## src/rtl/adc_seq_ctrl_if.sv

```systemverilog
// adc_seq_ctrl_if: start/config, comparator input, phase strobes and result handshake of the ADC sequencer
interface adc_seq_ctrl_if #(
    parameter int NCOMP_MAX = 16
);
    logic                 start;
    logic [4:0]           cfg_ncomp;
    logic                 comp_out;
    logic                 seq_init;
    logic                 seq_samp;
    logic                 seq_comp;
    logic                 seq_update;
    logic                 busy;
    logic [NCOMP_MAX-1:0] result;
    logic                 result_valid;
    logic                 result_ready;
    logic                 overrun;
    modport master (
        input  start, cfg_ncomp, comp_out, result_ready,
        output seq_init, seq_samp, seq_comp, seq_update, busy, result, result_valid, overrun
    );
    modport slave (
        output start, cfg_ncomp, comp_out, result_ready,
        input  seq_init, seq_samp, seq_comp, seq_update, busy, result, result_valid, overrun
    );
endinterface

```

## src/rtl/adc_seq_ctrl.sv

```systemverilog
// adc_seq_ctrl: SAR conversion sequencer and result collector; define ADC_SEQ_CONT_EN for free-running mode with overrun
module adc_seq_ctrl #(
    parameter int NCOMP_MAX  = 16,
    parameter int INIT_CYC   = 2,
    parameter int SAMP_CYC   = 4,
    parameter int COMP_CYC   = 2,
    parameter int UPDATE_CYC = 1
) (
    input logic clk,
    input logic rst_n,
    adc_seq_ctrl_if.master io
);
    typedef enum logic [2:0] {IDLE, INIT, SAMP, COMP, UPDATE, DONE} state_t;
    localparam logic [4:0] NMAX = 5'(NCOMP_MAX);
    state_t               state;
    logic [7:0]           cnt;
    logic [4:0]           n;
    logic [4:0]           bitcnt;
    logic [NCOMP_MAX-1:0] sreg;
    logic [NCOMP_MAX-1:0] sh;
    logic [4:0]           n_cfg;
    logic                 accept;
    // next shift value, clamped comparison count and start acceptance
    always_comb begin
        sh = {sreg[NCOMP_MAX-2:0], io.comp_out};
        n_cfg = (io.cfg_ncomp == 5'd0 || io.cfg_ncomp > NMAX) ? NMAX : io.cfg_ncomp;
`ifdef ADC_SEQ_CONT_EN
        accept = io.start && (state == DONE || !io.result_valid || io.result_ready);
`else
        accept = io.start && (!io.result_valid || io.result_ready);
`endif
    end
    // phase sequencing, bit collection and result handshake
    always_ff @(posedge clk) begin
        if (!rst_n) begin
            state           <= IDLE;
            cnt             <= '0;
            n               <= '0;
            bitcnt          <= '0;
            sreg            <= '0;
            io.seq_init     <= 1'b0;
            io.seq_samp     <= 1'b0;
            io.seq_comp     <= 1'b0;
            io.seq_update   <= 1'b0;
            io.busy         <= 1'b0;
            io.result       <= '0;
            io.result_valid <= 1'b0;
            io.overrun      <= 1'b0;
        end else begin
            if (io.result_valid && io.result_ready) io.result_valid <= 1'b0;
`ifdef ADC_SEQ_CONT_EN
            if (state == IDLE && io.start) io.overrun <= 1'b0;
`endif
            case (state)
                IDLE, DONE: begin
                    if (accept) begin
                        state       <= INIT;
                        io.seq_init <= 1'b1;
                        io.busy     <= 1'b1;
                        cnt         <= 8'(INIT_CYC - 1);
                        n           <= n_cfg;
                        bitcnt      <= '0;
                        sreg        <= '0;
                    end else begin
                        state <= IDLE;
                    end
                end
                INIT: begin
                    if (cnt == 8'd0) begin
                        state       <= SAMP;
                        io.seq_init <= 1'b0;
                        io.seq_samp <= 1'b1;
                        cnt         <= 8'(SAMP_CYC - 1);
                    end else begin
                        cnt <= cnt - 8'd1;
                    end
                end
                SAMP: begin
                    if (cnt == 8'd0) begin
                        state       <= COMP;
                        io.seq_samp <= 1'b0;
                        io.seq_comp <= 1'b1;
                        cnt         <= 8'(COMP_CYC - 1);
                    end else begin
                        cnt <= cnt - 8'd1;
                    end
                end
                COMP: begin
                    if (cnt == 8'd0) begin
                        sreg        <= sh;
                        bitcnt      <= bitcnt + 5'd1;
                        io.seq_comp <= 1'b0;
                        if (bitcnt == n - 5'd1) begin
                            state   <= DONE;
                            io.busy <= 1'b0;
                            if (!io.result_valid || io.result_ready) begin
                                io.result       <= sh;
                                io.result_valid <= 1'b1;
                            end
`ifdef ADC_SEQ_CONT_EN
                            else io.overrun <= 1'b1;
`endif
                        end else begin
                            state         <= UPDATE;
                            io.seq_update <= 1'b1;
                            cnt           <= 8'(UPDATE_CYC - 1);
                        end
                    end else begin
                        cnt <= cnt - 8'd1;
                    end
                end
                UPDATE: begin
                    if (cnt == 8'd0) begin
                        state         <= COMP;
                        io.seq_update <= 1'b0;
                        io.seq_comp   <= 1'b1;
                        cnt           <= 8'(COMP_CYC - 1);
                    end else begin
                        cnt <= cnt - 8'd1;
                    end
                end
                default: state <= IDLE;
            endcase
        end
    end
endmodule

```

## src/flat_wrapper.sv

```systemverilog
// flat-port wrapper written by rule: the top's interface ports become plain ports
module adc_seq_ctrl_flat 
#(
    parameter int NCOMP_MAX  = 16,
    parameter int INIT_CYC   = 2,
    parameter int SAMP_CYC   = 4,
    parameter int COMP_CYC   = 2,
    parameter int UPDATE_CYC = 1
)
  (clk, rst_n, io_start, io_cfg_ncomp, io_comp_out, io_result_ready, io_seq_init, io_seq_samp, io_seq_comp, io_seq_update, io_busy, io_result, io_result_valid, io_overrun);
  adc_seq_ctrl_if #(.NCOMP_MAX(NCOMP_MAX)) io_i ();
  input logic clk;
  input logic rst_n;
  input wire logic [$bits(io_i.start)-1:0] io_start;
  input wire logic [$bits(io_i.cfg_ncomp)-1:0] io_cfg_ncomp;
  input wire logic [$bits(io_i.comp_out)-1:0] io_comp_out;
  input wire logic [$bits(io_i.result_ready)-1:0] io_result_ready;
  output wire logic [$bits(io_i.seq_init)-1:0] io_seq_init;
  output wire logic [$bits(io_i.seq_samp)-1:0] io_seq_samp;
  output wire logic [$bits(io_i.seq_comp)-1:0] io_seq_comp;
  output wire logic [$bits(io_i.seq_update)-1:0] io_seq_update;
  output wire logic [$bits(io_i.busy)-1:0] io_busy;
  output wire logic [$bits(io_i.result)-1:0] io_result;
  output wire logic [$bits(io_i.result_valid)-1:0] io_result_valid;
  output wire logic [$bits(io_i.overrun)-1:0] io_overrun;
  assign io_i.start = io_start;
  assign io_i.cfg_ncomp = io_cfg_ncomp;
  assign io_i.comp_out = io_comp_out;
  assign io_i.result_ready = io_result_ready;
  assign io_seq_init = io_i.seq_init;
  assign io_seq_samp = io_i.seq_samp;
  assign io_seq_comp = io_i.seq_comp;
  assign io_seq_update = io_i.seq_update;
  assign io_busy = io_i.busy;
  assign io_result = io_i.result;
  assign io_result_valid = io_i.result_valid;
  assign io_overrun = io_i.overrun;
  adc_seq_ctrl #(.NCOMP_MAX(NCOMP_MAX), .INIT_CYC(INIT_CYC), .SAMP_CYC(SAMP_CYC), .COMP_CYC(COMP_CYC), .UPDATE_CYC(UPDATE_CYC)) u_core (.clk(clk), .rst_n(rst_n), .io(io_i));
endmodule
```

## config.mk

```make
export PLATFORM = sky130hd
export DESIGN_NAME = adc_seq_ctrl_flat
export DESIGN_NICKNAME = d
export VERILOG_FILES = /design/src/rtl/adc_seq_ctrl_if.sv /design/src/rtl/adc_seq_ctrl.sv /design/src/flat_wrapper.sv
export SDC_FILE = /design/constraint.sdc
export NUM_CORES = 1
export LEC_CHECK = 0
export ABC_AREA = 1
export ABC_CLOCK_PERIOD_IN_PS = 4700
export CORE_ASPECT_RATIO = 2
export CORE_MARGIN = 2
export CORE_UTILIZATION = 50
export CTS_BUF_LIST = sky130_fd_sc_hd__clkbuf_4 sky130_fd_sc_hd__clkbuf_8
export CTS_CLUSTER_SIZE = 28
export DETAILED_ROUTE_END_ITERATION = 6
export GPL_TIMING_DRIVEN = 0
export PLACE_DENSITY = 0.72
export SYNTH_ARGS = -nofsm -noshare
export SYNTH_HDL_FRONTEND = slang
export SYNTH_SLANG_ARGS = --single-unit
```

## constraint.sdc

```tcl
create_clock -name clk -period 4.7 [get_ports clk]
set_clock_uncertainty 0.05 [all_clocks]
set_input_delay 0.47 -clock clk [delete_from_list [all_inputs] [get_ports clk]]
set_output_delay 0.47 -clock clk [all_outputs]
set_load 0.05 [all_outputs]
```

# [Yosys cells after proc, flatten, opt, wreduce, memory -nomap -nowiden]
# Cells that the tools add are included.
[classes] addsub=3 mul=0 n_div=0 n_lt_le_gt_ge=1 eq_ne=15 shift=0 muxes=36 bitwise=0 reduce_logical=26
[ops] cell="2-to-1 mux 8 bit" n=5
[ops] cell="one-hot mux 8 bit (4 select lines)" n=1
[ops] cell="2-to-1 mux 15 bit" n=2
[ops] cell="one-hot mux 15 bit (2 select lines)" n=1
[ops] cell="AND reduction 3 bit" n=6
[ops] cell="2-to-1 mux 5 bit" n=3
[ops] cell="2-to-1 mux 1 bit" n=14
[ops] cell="!= test 2 x 1 -> 1 bit (second input constant)" n=7
[ops] cell="one-hot mux 3 bit (4 select lines)" n=1
[ops] cell="AND reduction 4 bit" n=3
[ops] cell="one-hot mux 1 bit (2 select lines)" n=5
[ops] cell="one-hot mux 5 bit (2 select lines)" n=1
[ops] cell="nonzero test 2 bit" n=5
[ops] cell="2-to-1 mux 3 bit" n=3
[ops] cell="logical NOT 8 bit" n=1
[ops] cell="subtractor 8 x 1 -> 8 bit (second input constant)" n=1
[ops] cell="equality test 3 x 2 -> 1 bit (second input constant)" n=2
[ops] cell="equality test 3 bit (second input constant)" n=2
[ops] cell="adder 5 x 1 -> 5 bit (second input constant)" n=1
[ops] cell="equality test 5 bit" n=1
[ops] cell="greater-than comparator 5 bit (second input constant)" n=1
[ops] cell="logical NOT 5 bit" n=1
[ops] cell="subtractor 5 x 1 -> 5 bit (second input constant)" n=1
[ops] cell="nonzero test 4 bit" n=1
[ops] cell="9 further kinds" n=12
[word_totals] ff_bits=58 latch_bits=0 ram_bits=0 romBits=0 in_bits=10 wordCells=93 mem_count=0

# [Longest topological paths before layout]
# Gate-level depths: netlist (run 1).
[depth] depth_word=6 ltp_mapped=13 ltp_nobuf=13

# [Least setup slack after synthesis (run 1)]
# No wires, ideal clock.
[synth_timing] path_kind="reg2reg" startpoint="reg u_core.io.result_valid" endpoint="reg u_core.sreg[2]" setup_ns=0.080 arrival_ns=1.626 setup_slack_ns=2.944 path_stages_with_launch=9 n_path_buf=2 synth_period_minus_slack_ns=1.756 cell_sequence="dfxtp_1 -> nand2_1 -> nand2_1 -> nand4_2 -> nand3_2 -> buf_6 -> buf_6 -> a21oi_1 -> a211oi_2"
[synth_via] elab_chain_cells=5
[synth_rtl] element="start: declaration" line="adc_seq_ctrl_if.sv:19" source="output seq_init, seq_samp, seq_comp, seq_update, busy, result, result_valid, overrun"
[synth_rtl] element="start signal: assignment" line="adc_seq_ctrl.sv:47" source="io.result_valid <= 1'b0;"
[synth_rtl] element="start signal: assignment" line="adc_seq_ctrl.sv:50" source="if (io.result_valid && io.result_ready) io.result_valid <= 1'b0;"
[synth_rtl] element="start signal: assignment" line="adc_seq_ctrl.sv:98" source="io.result_valid <= 1'b1;"
[synth_rtl] element="logical NOT 1 bit" line="adc_seq_ctrl.sv:30" source="accept = io.start && (!io.result_valid || io.result_ready);"
[synth_rtl] element="logical OR 1 bit" line="adc_seq_ctrl.sv:30"
[synth_rtl] element="logical AND 1 bit" line="adc_seq_ctrl.sv:30"
[synth_rtl] element="!= test 2 x 1 -> 1 bit (no source line)"
[synth_rtl] element="AND reduction 3 bit (no source line)"
[synth_rtl] element="end signal: assignment" line="adc_seq_ctrl.sv:90" source="sreg <= sh;"
[synth_rtl] element="end: declaration" line="adc_seq_ctrl.sv:19" source="logic [NCOMP_MAX-1:0] sreg;"
# Every way passes these cells.
# A chain may end at the register's enable or synchronous reset.

# [Worst setup path in the final report (run 1)]
[layout_timing] startpoint="reg u_core.n[0]" endpoint="reg u_core.cnt[5]"
[layout_via] elab_chain_cells=4
[layout_rtl] element="start: declaration" line="adc_seq_ctrl.sv:17" source="logic [4:0] n;"
[layout_rtl] element="start signal: assignment" line="adc_seq_ctrl.sv:61" source="n <= n_cfg;"
[layout_rtl] element="subtractor 5 x 1 -> 5 bit" line="adc_seq_ctrl.sv:93" source="if (bitcnt == n - 5'd1) begin"
[layout_rtl] element="equality test 5 bit" line="adc_seq_ctrl.sv:93"
[layout_rtl] element="!= test 3 bit (no source line)"
[layout_rtl] element="AND reduction 3 bit (no source line)"
[layout_rtl] element="end signal: assignment" line="adc_seq_ctrl.sv:85" source="cnt <= cnt - 8'd1;"
[layout_rtl] element="end signal: assignment" line="adc_seq_ctrl.sv:106" source="cnt <= 8'(UPDATE_CYC - 1);"
[layout_rtl] element="end signal: assignment" line="adc_seq_ctrl.sv:109" source="cnt <= cnt - 8'd1;"
[layout_rtl] element="end: declaration" line="adc_seq_ctrl.sv:16" source="logic [7:0] cnt;"
# Every way passes these cells.

==> results of run 1 <==
==> cell usage after synthesis, types with 6 or more instances <==
master	n
a211oi_2	6
a21oi_1	38
clkbuf_1	7
dfxtp_1	58
inv_1	57
nand2_1	114
nand3_1	29
nand4_1	7
nor2_1	44
nor2_2	13
o21ai_0	9
==> path summary, 6_finish.rpt <==
check	from	endpoint	slack [ps]
max	u_core.n[0]	u_core.cnt[5]	2640
min	u_core.io.seq_comp	u_core.io.seq_comp	420
max reg2reg	u_core.n[0]	u_core.cnt[5]	2640
min reg2reg	u_core.io.seq_comp	u_core.io.seq_comp	420
==> report_power, final <==
part           total, µW  internal [µW]  switching, µW
combinational        451            158            292
sequential           564            535           29.6
clock                386            204            182
total               1400            897            504
==> state kept, by name, indices dropped and copies added (netlist names) <==
| signal | cells |
|---|---|
| u_core.bitcnt | 5 |
| u_core.cnt | 8 |
| u_core.io.busy | 1 |
| u_core.io.result | 16 |
| u_core.io.result_valid | 1 |
| u_core.io.seq_comp | 1 |
| u_core.io.seq_init | 1 |
| u_core.io.seq_samp | 1 |
| u_core.io.seq_update | 1 |
| u_core.n | 5 |
| u_core.sreg | 15 |
| u_core.state | 3 |
==> cells by family after synthesis <==
group / count (synthesis) / synth area share
AND/OR/NAND/NOR: 219 / 0.336
flip-flops: 58 / 0.396
AO/OA/AOI/OAI: 57 / 0.116
buffers and inverters: 80 / 0.118
adder cells (fa/ha/maj): 5 / 0.0213
other: 1 / 0.00128
XOR/XNOR: 4 / 0.0119
==> area by class of cell <==
class | count | area, µm²
inverter | 63 | 239
clock inverter | 3 | 17.5
timing repair buffer | 31 | 310
sequential | 58 | 1160
clock buffer | 12 | 146
multi-input combinational | 286 | 1430
fill | 578 | 2220
tap | 61 | 76.3
buffer | 17 | 108
==> worst min-delay path: cells and delay by family (launching register included) <==
| kind | cells | cell delay [ps] |
|---|---|---|
| compound gates | 1 | 50 |
| simple gates | 1 | 60 |
| flops | 1 | 310 |
==> routing by layer <==
metal	share of wire	vias up	track usage
met5	0	-	0
met4	0.033	0	0.119
met3	0.023	17	0.0438
met2	0.54	43	0.373
met1	0.41	1192	0.224
li1	-	1411	-
==> metrics by stage <==
stage	hold slack (ps)	area, µm²	setup slack (ps)	cells
after global routing	436	3490	2450	531
after CTS	419	3490	2640	531
after detailed placement	411	3320	2350	516
final	415	3490	2640	531
after floorplan	405	2940	2940	424
after global placement	403	3320	2360	516
==> key figures, run 1 <==
Outcome
  • Status: finished clean

Synthesis
  • Netlist cell types: 28
  • Post-Synthesis Cells: between 400 and 500
  • Avg Inst Size Synth: 6.92 µm²
  • Asr flop ratio synth: 0
  • Top cells by area, synth: dfxtp_1, nand2_1, inv_1
  • #FFs+latches synth: 58
  • Post-synth EDFFs: 0
  • Ys flop type: dfxtp_1
  • Synth top area share: 0.396
  • Synth Warn #: 0
  • Synth Cell Area: between 2000 and 3000 µm²
  • Post-Syn Nets: 439
  • Register area share after synthesis: 0.396
  • Area leader, netlist: dfxtp_1

Job
  • Maxcap violations: 0

Power and ir drop
  • Pwr Total: 1400 µW
  • Leakage: 0.00161 µW
  • Pwr/cell area: 402 nW/µm²
  • VDD IR max: approximately 0.42 mV

Critical path
  • Crit path max-delay family: simple AND/OR/NAND/NOR gates
  • Worst r2r path cells: 12
  • WP depth: 12
  • Critical-path top delay cell: dfxtp_1
  • CP most frequent cell: nand2_1
  • CP Data Required Time: 4880 ps
  • WP data arrival: 2230 ps
  • Critical path type: reg -> reg
  • Slowest stage delay, CP: 380 ps
  • CP Max Fanout: 9
  • CP Launch Type: register
  • Crit path cell chain: inv_2 > ha_1 > nand2_1 > nand2_1 > nor2_1 > nand2_1 > nor2_2 > nand3_2 > nand3_2 > nand2_1 > nand2_1 > nor2_1
  • Kind of end point of the critical path: register
  • CP Buf/Inv Count: 1

Clock network
  • Clk Latency, worst-skew pair: ~330 ps
  • Root buffer cell: clkbuf_8
  • Clock sink count: 58
  • # hold bufs at CTS: 0
  • H-tree depth: 3
  • Clock buffer depth: 2
  • Post-cts resize count: 0
  • CTS tree: built
  • Post-CTS Setup Inserts: 0
  • Cts bufs inserted: 9
  • Clk slew on worst S/H paths: 60 ps

STA
  • Final setup fails: 0
  • Slew @ Worst Pin: slightly below 600 ps
  • Final setup TNS: 0 ps
  • Max Clk Rate: 486 MHz
  • Unrepaired setup endpoints after global routing: false
  • Final Hold Fails: 0
  • Final critical-path required period: 2060 ps
  • Relative slew slack: 0.615
  • Crit share post-route: 0.437
  • Final slew viol count: 0

GRT
  • Total gr overflow: 0
  • Vias in the first global route: 2530
  • First-pass GRT wire length: around 11 mm
  • GRT Total Usage: 0.212
  • Initial antenna violation count: 0
  • Pin count of the biggest net entering global routing: 11

Cells and area
  • Final Core Density: 0.611
  • Most frequent cells in the layout: nand2_1, dfxtp_1, inv_1
  • N_diodes: 0
  • Nets: 481
  • Area Overhead vs Synth: 18.8%
  • Most common cell after layout, fill and taps aside: nand2_1
  • Fraction of layout cells with a size suffix above 1: 0.128

Die
  • Initial Utilization: 0.514
  • Die area: about 6500 µm²
  • Core area: 5710 µm²
  • Die Y: 112 µm
  • Cell Rows: 39
  • Die Span X: 58.2 µm
  • IO Pins: 33

Drt
  • Avg WL per Cell: 11.8 µm
  • Post-route ant nets: 0
  • Via count: 2663
  • Drt pass-1 iters: 4
  • Vias/cell: 5.02
  • Drt drc: 0
  • 1st-iter DRT viols: 111
  • Post-Route WL: 6.27 mm

Placed design
  • GPL Wtd Cong: between 0.8 and 0.9
  • # port buffers: 31
  • DPL Wire Length: 4.69 mm

Min path
  • Worst hold path type: reg -> reg
  • Hold Path Cell Cnt: 2
(Power assumes the default switching activity.)
==> inputs of run 2 (changes only) <==
- ABC_CLOCK_PERIOD_IN_PS: 4700 -> 2000
- clock period: 4.7 -> 2 ns (I/O delays scaled with it)
==> key figures, run 2 (synthesis results as in run 1) <==
Outcome
  • Status: finished clean

Drt
  • Vias/cell: between 5 and 6
  • Via count: 2726
  • Drt drc: 0
  • Post-route ant nets: 0
  • Post-Route WL: 6.53 mm
  • Avg WL per Cell: 12.2 µm
  • Drt pass-1 iters: 4
  • 1st-iter DRT viols: 115

Critical path
  • CP Launch Type: register
  • CP Max Fanout: 6
  • CP Data Required Time: 2180 ps
  • Kind of end point of the critical path: register
  • Critical path type: reg -> reg
  • WP data arrival: between 2000 and 2500 ps

Die
  • IO Pins: 33
  • Core area: 5710 µm²
  • Die area: 6540 µm²
  • Cell Rows: 39
  • Die Span X: between 50 and 60 µm
  • Die Y: 112 µm
  • Initial Utilization: 0.514

Power and ir drop
  • Pwr/cell area: ~930 nW/µm²
  • VDD IR max: 0.703 mV
  • Leakage: roughly 0.0017 µW

Placed design
  • DPL Wire Length: 4.69 mm
  • # port buffers: 31
  • GPL Wtd Cong: 0.866
  • DP Worst Slack: -77.7 ps

Job
  • Maxcap violations: 0

Cells and area
  • Flip-flop and latch area: 1170 µm²
  • Layout fillers: 552
  • N_diodes: 0
  • Top reg by flops: u_core.io.result
  • Multi-input logic area: 1500 µm²
  • Top flop regs: u_core.io.result: 16 flops, u_core.sreg: 15 flops, u_core.cnt: 8 flops
  • Fraction of layout cells with a size suffix above 1: 0.155
  • Most common cell after layout, fill and taps aside: nand2_1
  • Most frequent cells in the layout: nand2_1, dfxtp_1, inv_1
  • Largest register FFs: 16
  • Nets: 487
  • Area Overhead vs Synth: 23.8%

STA
  • Max Clk Rate: 504 MHz
  • Crit share post-route: 0.992
  • Final setup fails: 0
  • Unrepaired setup endpoints after global routing: true
  • Setup ws final: 16.1 ps
  • Slew @ Worst Pin: 593 ps
  • Final critical-path required period: 1980 ps
  • Final slew viol count: 0
  • Final Hold Fails: 0
  • Relative slew slack: 0.604
  • Final hold slack: 414 ps

GRT
  • Total gr overflow: 0
  • Vias in the first global route: 2528
  • GRT Total Usage: 0.212
  • Initial antenna violation count: 0
  • Pin count of the biggest net entering global routing: 11
  • First-pass GRT wire length: 10.8 mm

Clock network
  • Clock buffer depth: 2
  • Cts bufs inserted: 9
  • Clk slew on worst S/H paths: approximately 60 ps
  • Clock sink count: 58
  • Clk Latency, worst-skew pair: 330 ps
  • H-tree depth: 3
  • Root buffer cell: clkbuf_8
  • # hold bufs at CTS: 0
  • CTS tree: built

Min path
  • Worst hold path type: reg -> reg
-- run 2: timing repair --
action	4_1_cts	5_1_grt
buffers inserted	0	4
endpoints found under the setup margin	17	25
pin swaps	1	7
gates cloned	0	2
gates resized for setup	4	17
-- run 2: final timing paths --
| check | startpoint | to | slack, ps | cells past startpoint |
|---|---|---|---|---|
| setup / recovery | u_core.n[0] | u_core.io.result[11] | 20 | 13 |
| hold / removal | u_core.io.seq_comp | u_core.io.seq_comp | 410 | 2 |
| setup reg to reg | u_core.n[0] | u_core.io.result[11] | 20 | 13 |
| hold reg to reg | u_core.io.seq_comp | u_core.io.seq_comp | 410 | 2 |
-- run 2: report_power, final --
part	internal, µW	leakage (µW)	switching [µW]
clock	480	0.0000865	440
sequential	1260	0.000473	71.3
combinational	407	0.00109	720
total	2140	0.00165	1230
-- run 2: area by class of cell --
cell class / count / area share
multi-input cells: 286 / 0.412
flip-flops and latches: 58 / 0.321
repair buffers: 37 / 0.102
inverters: 63 / 0.0665
clock buffers: 12 / 0.0403
plain buffers: 17 / 0.0331
well taps: 61 / 0.0210
clock inverters: 3 / 0.00482
-- run 2: per-stage QoR --
stage	total power (µW)	area (µm²)	utilization	TNS [ps]	instances
after floorplan	2180	2940	-	0	424
after global placement	2390	3320	0.582	-369	516
final	3380	3630	0.636	0	537
after detailed placement	2410	3320	0.582	-632	516
after CTS	3340	3500	0.614	0	531
after global routing	3610	3630	0.636	-538	537
-- run 2: per-layer routing --
| layer | global-route usage | routed length, µm |
|---|---|---|
| met2 | 0.373 | 3530 |
| met5 | 0 | 0 |
| met4 | 0.118 | 216 |
| met1 | 0.227 | 2620 |
| met3 | 0.0426 | 160 |
-- run 2: critical path, cell delays in order (launching register included) --
cell       delay [ps]
dfxtp_4           370
inv_4              40
ha_4              270
inv_2              30
nand2_1            50
nand2_1            40
nor2_1            110
nand2_1           100
nor2_4            130
nand4_1           200
buf_6             210
clkbuf_16         160
nor2_2             80
nor2_1             50
==> inputs of run 3 (changes only) <==
- CTS_CLUSTER_SIZE: 28 -> 40
- SKIP_LAST_GASP: not set -> 1
==> results of run 3 <==
No change in the layout: final DEF, timing and power equal those of run 2.
